File: src/rtl/reg_mem_xfer.sv
// Register file plus word memory with a small command FSM: immediate load, register-to-memory
// store, memory-to-register load and a side-effect-free memory read.
module reg_mem_xfer #(
    parameter int unsigned DATA_W  = 4,
    parameter int unsigned ADDR_W  = 4,
    parameter int unsigned NREG    = 8,
    parameter int unsigned MEM_LAT = 1,
    localparam int unsigned REG_W  = (NREG > 1) ? $clog2(NREG) : 1
) (
    input  logic              clka,
    input  logic              rstn,
    input  logic              start,
    input  logic [1:0]        opcode,
    input  logic [DATA_W-1:0] data_in,
    input  logic [ADDR_W-1:0] address,
    input  logic [REG_W-1:0]  regNo,
    output logic              busy,
    output logic              done,
    output logic              err,
    output logic [DATA_W-1:0] result
);

    localparam int unsigned Depth = 2 ** ADDR_W;
    localparam logic [1:0] OpLoadi = 2'd0;
    localparam logic [1:0] OpStore = 2'd1;
    localparam logic [1:0] OpLoad  = 2'd2;
    localparam logic [REG_W:0] NregLim = (REG_W + 1)'(NREG);
    localparam logic [2:0] LatInit = 3'(MEM_LAT);

    typedef enum logic [1:0] {StIdle, StExec, StWait, StDone} state_e;

    state_e              state_q, state_d;
    logic [1:0]          op_q, op_d;
    logic [DATA_W-1:0]   data_q, data_d;
    logic [ADDR_W-1:0]   addr_q, addr_d;
    logic [REG_W-1:0]    reg_q, reg_d;
    logic [2:0]          cnt_q, cnt_d;
    logic [DATA_W-1:0]   rd_q, rd_d;
    logic [DATA_W-1:0]   result_q, result_d;
    logic                err_q, err_d;
    logic                reg_we;
    logic [DATA_W-1:0]   reg_wdata;
    logic                mem_we;
    logic [DATA_W-1:0]   regs_q [NREG];
    logic [DATA_W-1:0]   mem_q [Depth];

    always_ff @(posedge clka or negedge rstn) begin
        if (!rstn) begin
            state_q  <= StIdle;
            op_q     <= '0;
            data_q   <= '0;
            addr_q   <= '0;
            reg_q    <= '0;
            cnt_q    <= '0;
            rd_q     <= '0;
            result_q <= '0;
            err_q    <= 1'b0;
        end else begin
            state_q  <= state_d;
            op_q     <= op_d;
            data_q   <= data_d;
            addr_q   <= addr_d;
            reg_q    <= reg_d;
            cnt_q    <= cnt_d;
            rd_q     <= rd_d;
            result_q <= result_d;
            err_q    <= err_d;
        end
    end

    always_ff @(posedge clka or negedge rstn) begin
        if (!rstn) begin
            for (int i = 0; i < int'(NREG); i++) begin
                regs_q[i] <= '0;
            end
        end else if (reg_we) begin
            regs_q[reg_q] <= reg_wdata;
        end
    end

    // Memory is deliberately not reset; an aborted STORE never reaches EXEC under reset.
    always_ff @(posedge clka) begin
        if (mem_we) begin
            mem_q[addr_q] <= regs_q[reg_q];
        end
    end

    always_comb begin
        state_d   = state_q;
        op_d      = op_q;
        data_d    = data_q;
        addr_d    = addr_q;
        reg_d     = reg_q;
        cnt_d     = cnt_q;
        rd_d      = rd_q;
        result_d  = result_q;
        err_d     = 1'b0;
        reg_we    = 1'b0;
        reg_wdata = data_q;
        mem_we    = 1'b0;

        unique case (state_q)
            StIdle: begin
                if (start) begin
                    if ({1'b0, regNo} >= NregLim) begin
                        err_d = 1'b1;
                    end else begin
                        op_d    = opcode;
                        data_d  = data_in;
                        addr_d  = address;
                        reg_d   = regNo;
                        state_d = StExec;
                    end
                end
            end
            StExec: begin
                if (op_q == OpLoadi) begin
                    reg_we   = 1'b1;
                    result_d = data_q;
                    state_d  = StDone;
                end else if (op_q == OpStore) begin
                    mem_we   = 1'b1;
                    result_d = regs_q[reg_q];
                    state_d  = StDone;
                end else begin
                    rd_d    = mem_q[addr_q];
                    cnt_d   = LatInit;
                    state_d = StWait;
                end
            end
            StWait: begin
                cnt_d = cnt_q - 3'd1;
                if (cnt_q == 3'd1) begin
                    result_d = rd_q;
                    if (op_q == OpLoad) begin
                        reg_we    = 1'b1;
                        reg_wdata = rd_q;
                    end
                    state_d = StDone;
                end
            end
            StDone: begin
                state_d = StIdle;
            end
            default: begin
                state_d = StIdle;
            end
        endcase
    end

    assign busy   = (state_q == StExec) || (state_q == StWait);
    assign done   = (state_q == StDone);
    assign err    = err_q;
    assign result = result_q;

endmodule
File: config.mk
export PLATFORM = sky130hd
export DESIGN_NAME = reg_mem_xfer
export DESIGN_NICKNAME = d
export VERILOG_FILES = /design/src/rtl/reg_mem_xfer.sv
export SDC_FILE = /design/constraint.sdc
export NUM_CORES = 1
export LEC_CHECK = 0
export CAP_MARGIN = 5
export CORE_ASPECT_RATIO = 1.5
export CORE_UTILIZATION = 65
export CTS_CLUSTER_SIZE = 20
export DETAILED_ROUTE_END_ITERATION = 12
export PLACE_DENSITY = 0.87
export RECOVER_POWER = 50
export SETUP_SLACK_MARGIN = 0.3
export SLEW_MARGIN = 0
export SYNTH_ARGS = -nofsm -noshare
export SYNTH_HDL_FRONTEND = slang
export SYNTH_SLANG_ARGS = --single-unit
File: constraint.sdc
create_clock -name clka -period 5.5 [get_ports clka]
set_input_delay 0.55 -clock clka [delete_from_list [all_inputs] [get_ports clka]]
set_output_delay 0.55 -clock clka [all_outputs]
set_load 0.01 [all_outputs]
**After elaboration in Yosys (flattened, before gate mapping)**

Memory sizes are Yosys's and may differ from the RTL's. A register that Yosys moved wholly into a read port is not among the register bits.
Cells that the tools add are included.

- Add/sub/neg operators: 1
- Magnitude comparators: 2
- Eq/ne operators: 11
- Mux-type cells: 30
- Bitwise gates (word level): 3
- Reductions and logical operators: 11

Operators by type and width:

| operator | number |
|---|---|
| $mux 4 | 9 |
| $bwmux 32 | 1 |
| $bmux 4 s3 | 1 |
| $demux 4 s3 | 1 |
| $mux 1 | 10 |
| $reduce_and 3->1 | 3 |
| $ne 2x2->1 const B | 4 |
| $pmux 2 s4 | 1 |
| $pmux 4 s2 | 1 |
| $eq 2x2->1 const B | 3 |
| $mux 3 | 2 |
| $pmux 3 s2 | 1 |
| $eq 2x1->1 const B | 2 |
| $ge 4x4->1 const B | 1 |
| $logic_not 2->1 | 2 |
| $lt 4x1->1 const B | 1 |
| $mux 2 | 2 |
| $not 3->4 | 1 |
| $reduce_and 2->1 | 2 |
| $eq 3x1->1 const B | 1 |
| $ne 3x3->1 const B | 1 |
| $sub 3x1->3 const B | 1 |
| $not 1->1 | 2 |
| $pmux 1 s2 | 1 |
| 4 further kinds | 4 |

- Bits in registers: 54
- Bits in writable memories: 64
- Input port bits: 16
- Output and inout bits: 7
- Memories: 1

Memories:

| memory | words | width | read ports | clocked after Yosys merged registers in | write ports | RTL line | RTL |
|---|---|---|---|---|---|---|---|
| mem_q | 16 | 4 | 1 | 1 | 1 | 45 | `logic [DATA_W-1:0] mem_q [Depth];` |

**Depth between registers and ports, before layout**

Gate-level depths: netlist (run 1).

- Depth after elaboration: 7
- Depth in mapped cells: 8
- Mapped depth without buffers: 6

**Least setup slack after synthesis (run 1)**

OpenSTA, ideal clock, no wires.

- Path kind: register to register
- Start point: register state_q[1]
- End point: memory mem_q[3][0], enable pin
- Arrival: 1.753 ns
- Data required time: 5.139 ns
- Setup slack: 3.386 ns
- Cell stages (with the launch flop): 8
- Clock period less this slack: 2.114 ns
- Path through: dfrtp_1 -> inv_1 -> ha_1 -> nand2b_2 -> buf_2 -> nor2_1 -> nand3_1 -> nor3_1

- Longest elaborated chain between the ends: 4

RTL lines:

| what | RTL line | RTL |
|---|---|---|
| start, declared | 32 | `state_e state_q, state_d;` |
| start signal, assigned | 49 | `state_q <= StIdle;` |
| start signal, assigned | 59 | `state_q <= state_d;` |
| $eq 2x1->1 | 102 | `unique case (state_q)` |
| $mux 1 | 102 |  |
| $mux 1 | 83 | `if (mem_we) begin` |
| $mux 1 (not written as such) | 84 | `mem_q[addr_q] <= regs_q[reg_q];` |
| end, declared | 45 |  |

Every way passes these cells.

==> results of run 1 <==
-- routing by layer --
metal / GRT usage (%) / part of all wire, % / vias to the layer above
li1: - / - / 1566
met1: 34.9 / 36 / 1786
met2: 54.7 / 56 / 165
met3: 8.73 / 5.5 / 31
met4: 11.1 / 2.2 / 0
met5: 0 / 0 / -
-- layout by cell type (no fill, tap or decap), types with 5 or more instances in the layout --
cell type,instances
a2111oi_4,7
a21oi_1,39
clkbuf_16,19
clkdlybuf4s50_1,15
dfrtp_1,58
dlygate4sd3_1,5
edfxtp_1,64
ha_1,7
inv_1,8
mux2_2,14
mux2i_1,23
mux4_2,10
nand2_1,16
nand3_1,6
nand3b_1,8
nor2_1,50
nor3_1,11
o21ai_0,10
o22ai_1,6
-- worst max-delay path by stage --
stage	cells after the start	endpoint	from	slack [ns]
floorplan	7	mem_q[3][0]	state_q[1]	3.39
finish	2	regs_q[10]	rstn	2.45
CTS	6	regs_q[15]	state_q[0]	2.70
global route	2	regs_q[7]	rstn	1.87
detailed placement	6	regs_q[15]	state_q[0]	2.73
global placement	6	regs_q[2]	state_q[0]	2.90
-- where the power goes --
group	internal, mW	switching (mW)
logic	0.524	0.730
registers	1.33	0.321
clock network	0.745	0.402
total	2.60	1.45
-- registers in the layout, indices dropped and copies added (netlist names) --
name and flops:
addr_q 4, cnt_q 3, data_q 4, mem_q 64
op_q 2, rd_q 4, reg_q 3, regs_q 32
result 4, state_q 2
-- cell type report --
type / instances / area [sq um]
Clock buffer: 23 / 510
Clock inverter: 9 / 106
Fill cell: 472 / 1730
Inverter: 8 / 30.0
Multi-Input combinational cell: 254 / 2010
Sequential cell: 122 / 3370
Tap cell: 105 / 131
Timing Repair Buffer: 23 / 216
-- logic make-up (layout without fill, tap and decap cells) --
family / Yosys count / count (layout)
other: 1 / 1
AND/OR/NAND/NOR: 115 / 115
flip-flops: 122 / 122
AO/OA/AOI/OAI: 78 / 78
buffers and inverters: 30 / 63
adder cells (fa/ha/maj): 7 / 7
multiplexers: 53 / 53
==> results.cfg, run 1 <==
[route]
vias = 3548
via_per_inst = 6.52
ant_nets = 0
wl_per_cell_um = 22.4
wl_um = 12200
dr.pass1.iters = 6
drt_iter0_markers = 362
drc = 0

[clock_network]
htree_levels = 4
cts_buffers = 17
clockBufferDepth = 2
cts_hold_buffers = 0
clk_latency_ns = 0.42
root_buffer = clkbuf_16
clkSinkCount = 122
cts_tree = yes
cts_resized = 0
post-cts-setup-buffers = 0
clk_pin_slew_ns = 0.05

[floorplan]
fp.dieArea_sq_mm = 0.00889
rows = 40
ios = 23
initial_core_util_pct = 68.2
die_h_um = 115
die_x_um = 77.3
placeableCoreArea_sq_mm = 0.00811

[layout]
n_antenna_cell = 0
final_util_pct = 78.7
drive_above_1_share_pct = 15.0
num-nets-final = 449
design_area_sq_mm = 0.00638
instances_no_fill = 544
syn_to_final_growth_pct = 15.3

[placed_design]
hpwl_um = 7620
place_ws_ns = 2.73
place_inst = 512
placed_cell_area_sq_mm = 0.00577
gp_congestion = 0.789
port_buffers = 21

[yosys]
yosys_warnings = 0
synthTopCellsByArea = edfxtp_1 35%, dfrtp_1 26%, mux2i_1 4.2%, mux4_2 4.1%, a21oi_1 3.5%
synth_compound_area_share_pct = 10.8
synthesis.area_sq_mm = 0.00553
synth-simple-area-share_pct = 10.6
yosysMostFrequentCell = edfxtp_1
yosysTopAreaCell = edfxtp_1
synth_cell_types = 47
synth_seq_cells = 122
synth_nets = 429
synth_top_family_by_area = multiplexers
avgSynthCellArea_sq_um = 13.6
synth_edf_count = 64
ys_top_cells_by_count = 64 x edfxtp_1, 58 x dfrtp_1, 50 x nor2_1, 39 x a21oi_1, 23 x mux2i_1
synth_top_area_share_pct = 34.7
synth_flop_cell = edfxtp_1
syn_inst = 406
ys_async_sr_fraction_pct = 47.5
synth-xor-area-share_pct = 0
synth_adder_area_share_pct = 1.58
synthMuxAreaShare_pct = 13.4
yosysSeqAreaShare_pct = 61.0

[timing]
finClkSkew_ns = 0.00785
final_max_slew_viol_count = 59
holdWs_ns = 0.488
hold_viol_final = 0
max_freq_ghz = 0.328
tns_ns = 0
slew_headroom_pct = -109
setup_viol = 0
setup_slack_ns = 2.45
worstMarginPinSlew_ns = 3.14
rsz0062_at_grt = no
min_period_ns = 3.05
min_period_over_period_pct = 55.4

[global_route]
antenna_found_initial = 0
grt_start_max_net_pins = 59
grtUsageTotal_pct = 30.6
grt-ovfl-total = 0
grt_pass1_wl_um = 19300
grt_pass1_vias = 3540

[hold_path]
holdPathStages = 2
hp-class = reg2reg
whs_endpoint = cnt_q[1]
hp-start = cnt_q[1]

[worst_setup_path]
r2r-end = mem_q[1][1]
worstPathRequired_ns = 5.32
cp-start-kind = input port
path_cells = buf_2 -> clkbuf_1
path_max_fanout = 58
arrival_ns = 2.87
rr_worst_depth = 6
slowest_delay_ns = 2.21
regToRegSetupSlack_ns = 2.55
slowest_stage = clkbuf_1
crit_buf_inv = 2
worstReg2RegStart = state_q[1]
crit_path_end_kind = async pin
crit_type = in2async
cp_top_family = buffers and inverters

[power]
leakage_nw = 2.43
finalPower_mw = 4.06
pwr_density_cell_mw_per_mm2 = 636
ir_drop_uv = 487

[outcome]
failed_checks = capacitance limit, slew limit
status = finished with violations

[run]
maxCapViolCount = 1
Note: power is estimated with default switching activity, not from simulation.
==> run 2: changes to the inputs <==
--- a/config.mk
+++ b/config.mk
@@ -7,10 +7,10 @@
 export LEC_CHECK = 0
 export CAP_MARGIN = 5
 export CORE_ASPECT_RATIO = 1.5
-export CORE_UTILIZATION = 65
+export CORE_UTILIZATION = 54
 export CTS_CLUSTER_SIZE = 20
 export DETAILED_ROUTE_END_ITERATION = 12
-export PLACE_DENSITY = 0.87
+export PLACE_DENSITY = 0.77
 export RECOVER_POWER = 50
 export SETUP_SLACK_MARGIN = 0.3
 export SLEW_MARGIN = 0
==> constraint.sdc (replaced) <==
create_clock -name clka -period 2.5 [get_ports clka]
set_input_delay 0.25 -clock clka [delete_from_list [all_inputs] [get_ports clka]]
set_output_delay 0.25 -clock clka [all_outputs]
set_load 0.01 [all_outputs]
==> run 2 against run 1 <==
Effect of this change: the flow now finishes without violations; sequential power increased by 110%; first-iteration DRC count decreased by 38%; largest power group unchanged; sequential share of layout area decreased by 1.6 points; power increased by 120%; combinational power increased to 2.5 times the previous value; clock skew increased by 0.00072 ns; global-route usage decreased by 5.8 points; critical endpoint is now mem_q[15][1]; utilization decreased by 12 points; worst setup slack got worse by 2.2 ns; largest cell class unchanged; via count increased by 1.2%; worst hold slack got worse by 0.22 ns.
==> results.cfg, run 2 (synthesis results as in run 1) <==
[outcome]
status = finished, final reports clean

[worst_setup_path]
path_cells = inv_1 -> ha_1 -> nand2b_2 -> nor2_1 -> nand3_1 -> nor2_1
cp_common_cell = nor2_1
cp_top_family = simple AND/OR/NAND/NOR gates
worstPathRequired_ns = 2.56
crit_type = reg2reg
crit_buf_inv = 1
slowest_stage = nor2_1
slowest_delay_ns = 0.42
cp-start-kind = flop
crit_path_end_kind = flop
path_max_fanout = 7
arrival_ns = 2.28

[power]
finalPower_mw = 8.99
ir_drop_uv = 781
pwr_density_cell_mw_per_mm2 = 1370
leakage_nw = 2.54

[floorplan]
fp.dieArea_sq_mm = 0.0107
die_x_um = 84.6
placeableCoreArea_sq_mm = 0.00980
ios = 23
initial_core_util_pct = 56.5
rows = 44
die_h_um = 126

[route]
wl_per_cell_um = 20.8
dr.pass1.iters = 5
vias = 3589
wl_um = 12100
via_per_inst = 6.18
ant_nets = 0
drt_iter0_markers = 224
drc = 0

[timing]
worstMarginPinSlew_ns = 1.48
max_freq_ghz = 0.451
min_period_over_period_pct = 88.7
rsz0062_at_grt = yes
holdWs_ns = 0.268
final_max_slew_viol_count = 0
min_period_ns = 2.22
setup_viol = 0
finClkSkew_ns = 0.00858
hold_viol_final = 0
tns_ns = 0
slew_headroom_pct = 1.22

[hold_path]
hp-class = in2async

[run]
maxCapViolCount = 0

[clock_network]
clockBufferDepth = 2
root_buffer = clkbuf_16
cts_hold_buffers = 0
cts_buffers = 17
clk_latency_ns = 0.42
clk_pin_slew_ns = 0.06
clkSinkCount = 122
cts_tree = yes
htree_levels = 4

[global_route]
grt_pass1_wl_um = 19300
grtUsageTotal_pct = 24.8
antenna_found_initial = 0
grt-ovfl-total = 0
grt_start_max_net_pins = 59
grt_pass1_vias = 3774

[layout]
drive_above_1_share_pct = 21.5
mostFrequentLayoutCell = edfxtp_1
final_cell_mix = 64 x edfxtp_1, 58 x dfrtp_1, 44 x nor2_1
num-nets-final = 476
largest_reg_flops = 64
seqCellArea_sq_mm = 0.00337
num-fill-cells = 729
final_util_pct = 67.2
reg_top3 = mem_q: 64 flops, regs_q: 32 flops
regMostFlops = mem_q
instances_no_fill = 581
syn_to_final_growth_pct = 19.0
multi_input_area_sq_mm = 0.00204
n_antenna_cell = 0

[placed_design]
port_buffers = 21
hpwl_um = 8120
gp_congestion = 0.793
place_inst = 540
[run 2: cell count changes in the layout (fill, tap and decap cells not counted), moves of 2 or more]
| cell | change |
|---|---|
| buf_4 | +25 |
| clkbuf_16 | -2 |
| clkbuf_2 | +2 |
| clkbuf_8 | -2 |
| clkinv_1 | +3 |
| clkinv_4 | +2 |
| mux2_1 | -2 |
| mux2_2 | +2 |
| nor2_1 | -6 |
| nor2_2 | +5 |
[run 2: metal layers]
metal | track usage (%) | up-vias | routed length [um]
met5 | 0 | - | 0
met4 | 11.3 | 0 | 338
met3 | 5.70 | 26 | 541
met2 | 45.8 | 133 | 6850
met1 | 26.5 | 1811 | 4340
li1 | - | 1619 | -
[run 2: worst paths after layout]
path / to / from / cells past startpoint / slack [ns]
setup / recovery: mem_q[15][1] / state_q[1] / 6 / 0.28
hold / removal: state_q[1] / rstn / 2 / 0.27
setup reg to reg: mem_q[15][1] / state_q[1] / 6 / 0.28
hold reg to reg: regs_q[26] / regs_q[26] / 2 / 0.51
max in group asynchronous: regs_q[2] / rstn / 2 / 1.33
min in group clka: reg_q[2] / regNo[2] / 2 / 0.45
[run 2: what timing repair did]
action / in CTS / in global routing
pin swaps: 2 / 7
buffers inserted: 1 / 8
resized for setup: 1 / 9
endpoints found under the setup margin: 21 / 101
[run 2: layout make-up]
class | count | share of cell area [%]
clock buffers | 19 | 6.58
clock inverters | 13 | 2.32
inverters | 8 | 0.456
multi-input cells | 254 | 30.9
flip-flops and latches | 122 | 51.2
well taps | 115 | 2.19
repair buffers | 50 | 6.29
[run 2: power by group]
part,switching (mW),internal [mW]
Combinational,1.82,1.31
Clock,0.855,1.55
Sequential,0.514,2.94
Total,3.19,5.80
[run 2: per-stage QoR]
step | area [sq um] | worst slack, ns
floorplan | 5530 | 0.386
global placement | 5920 | 0.371
detailed placement | 5920 | 0.247
CTS | 6510 | 0.303
global route | 6580 | 0.129
finish | 6580 | 0.283
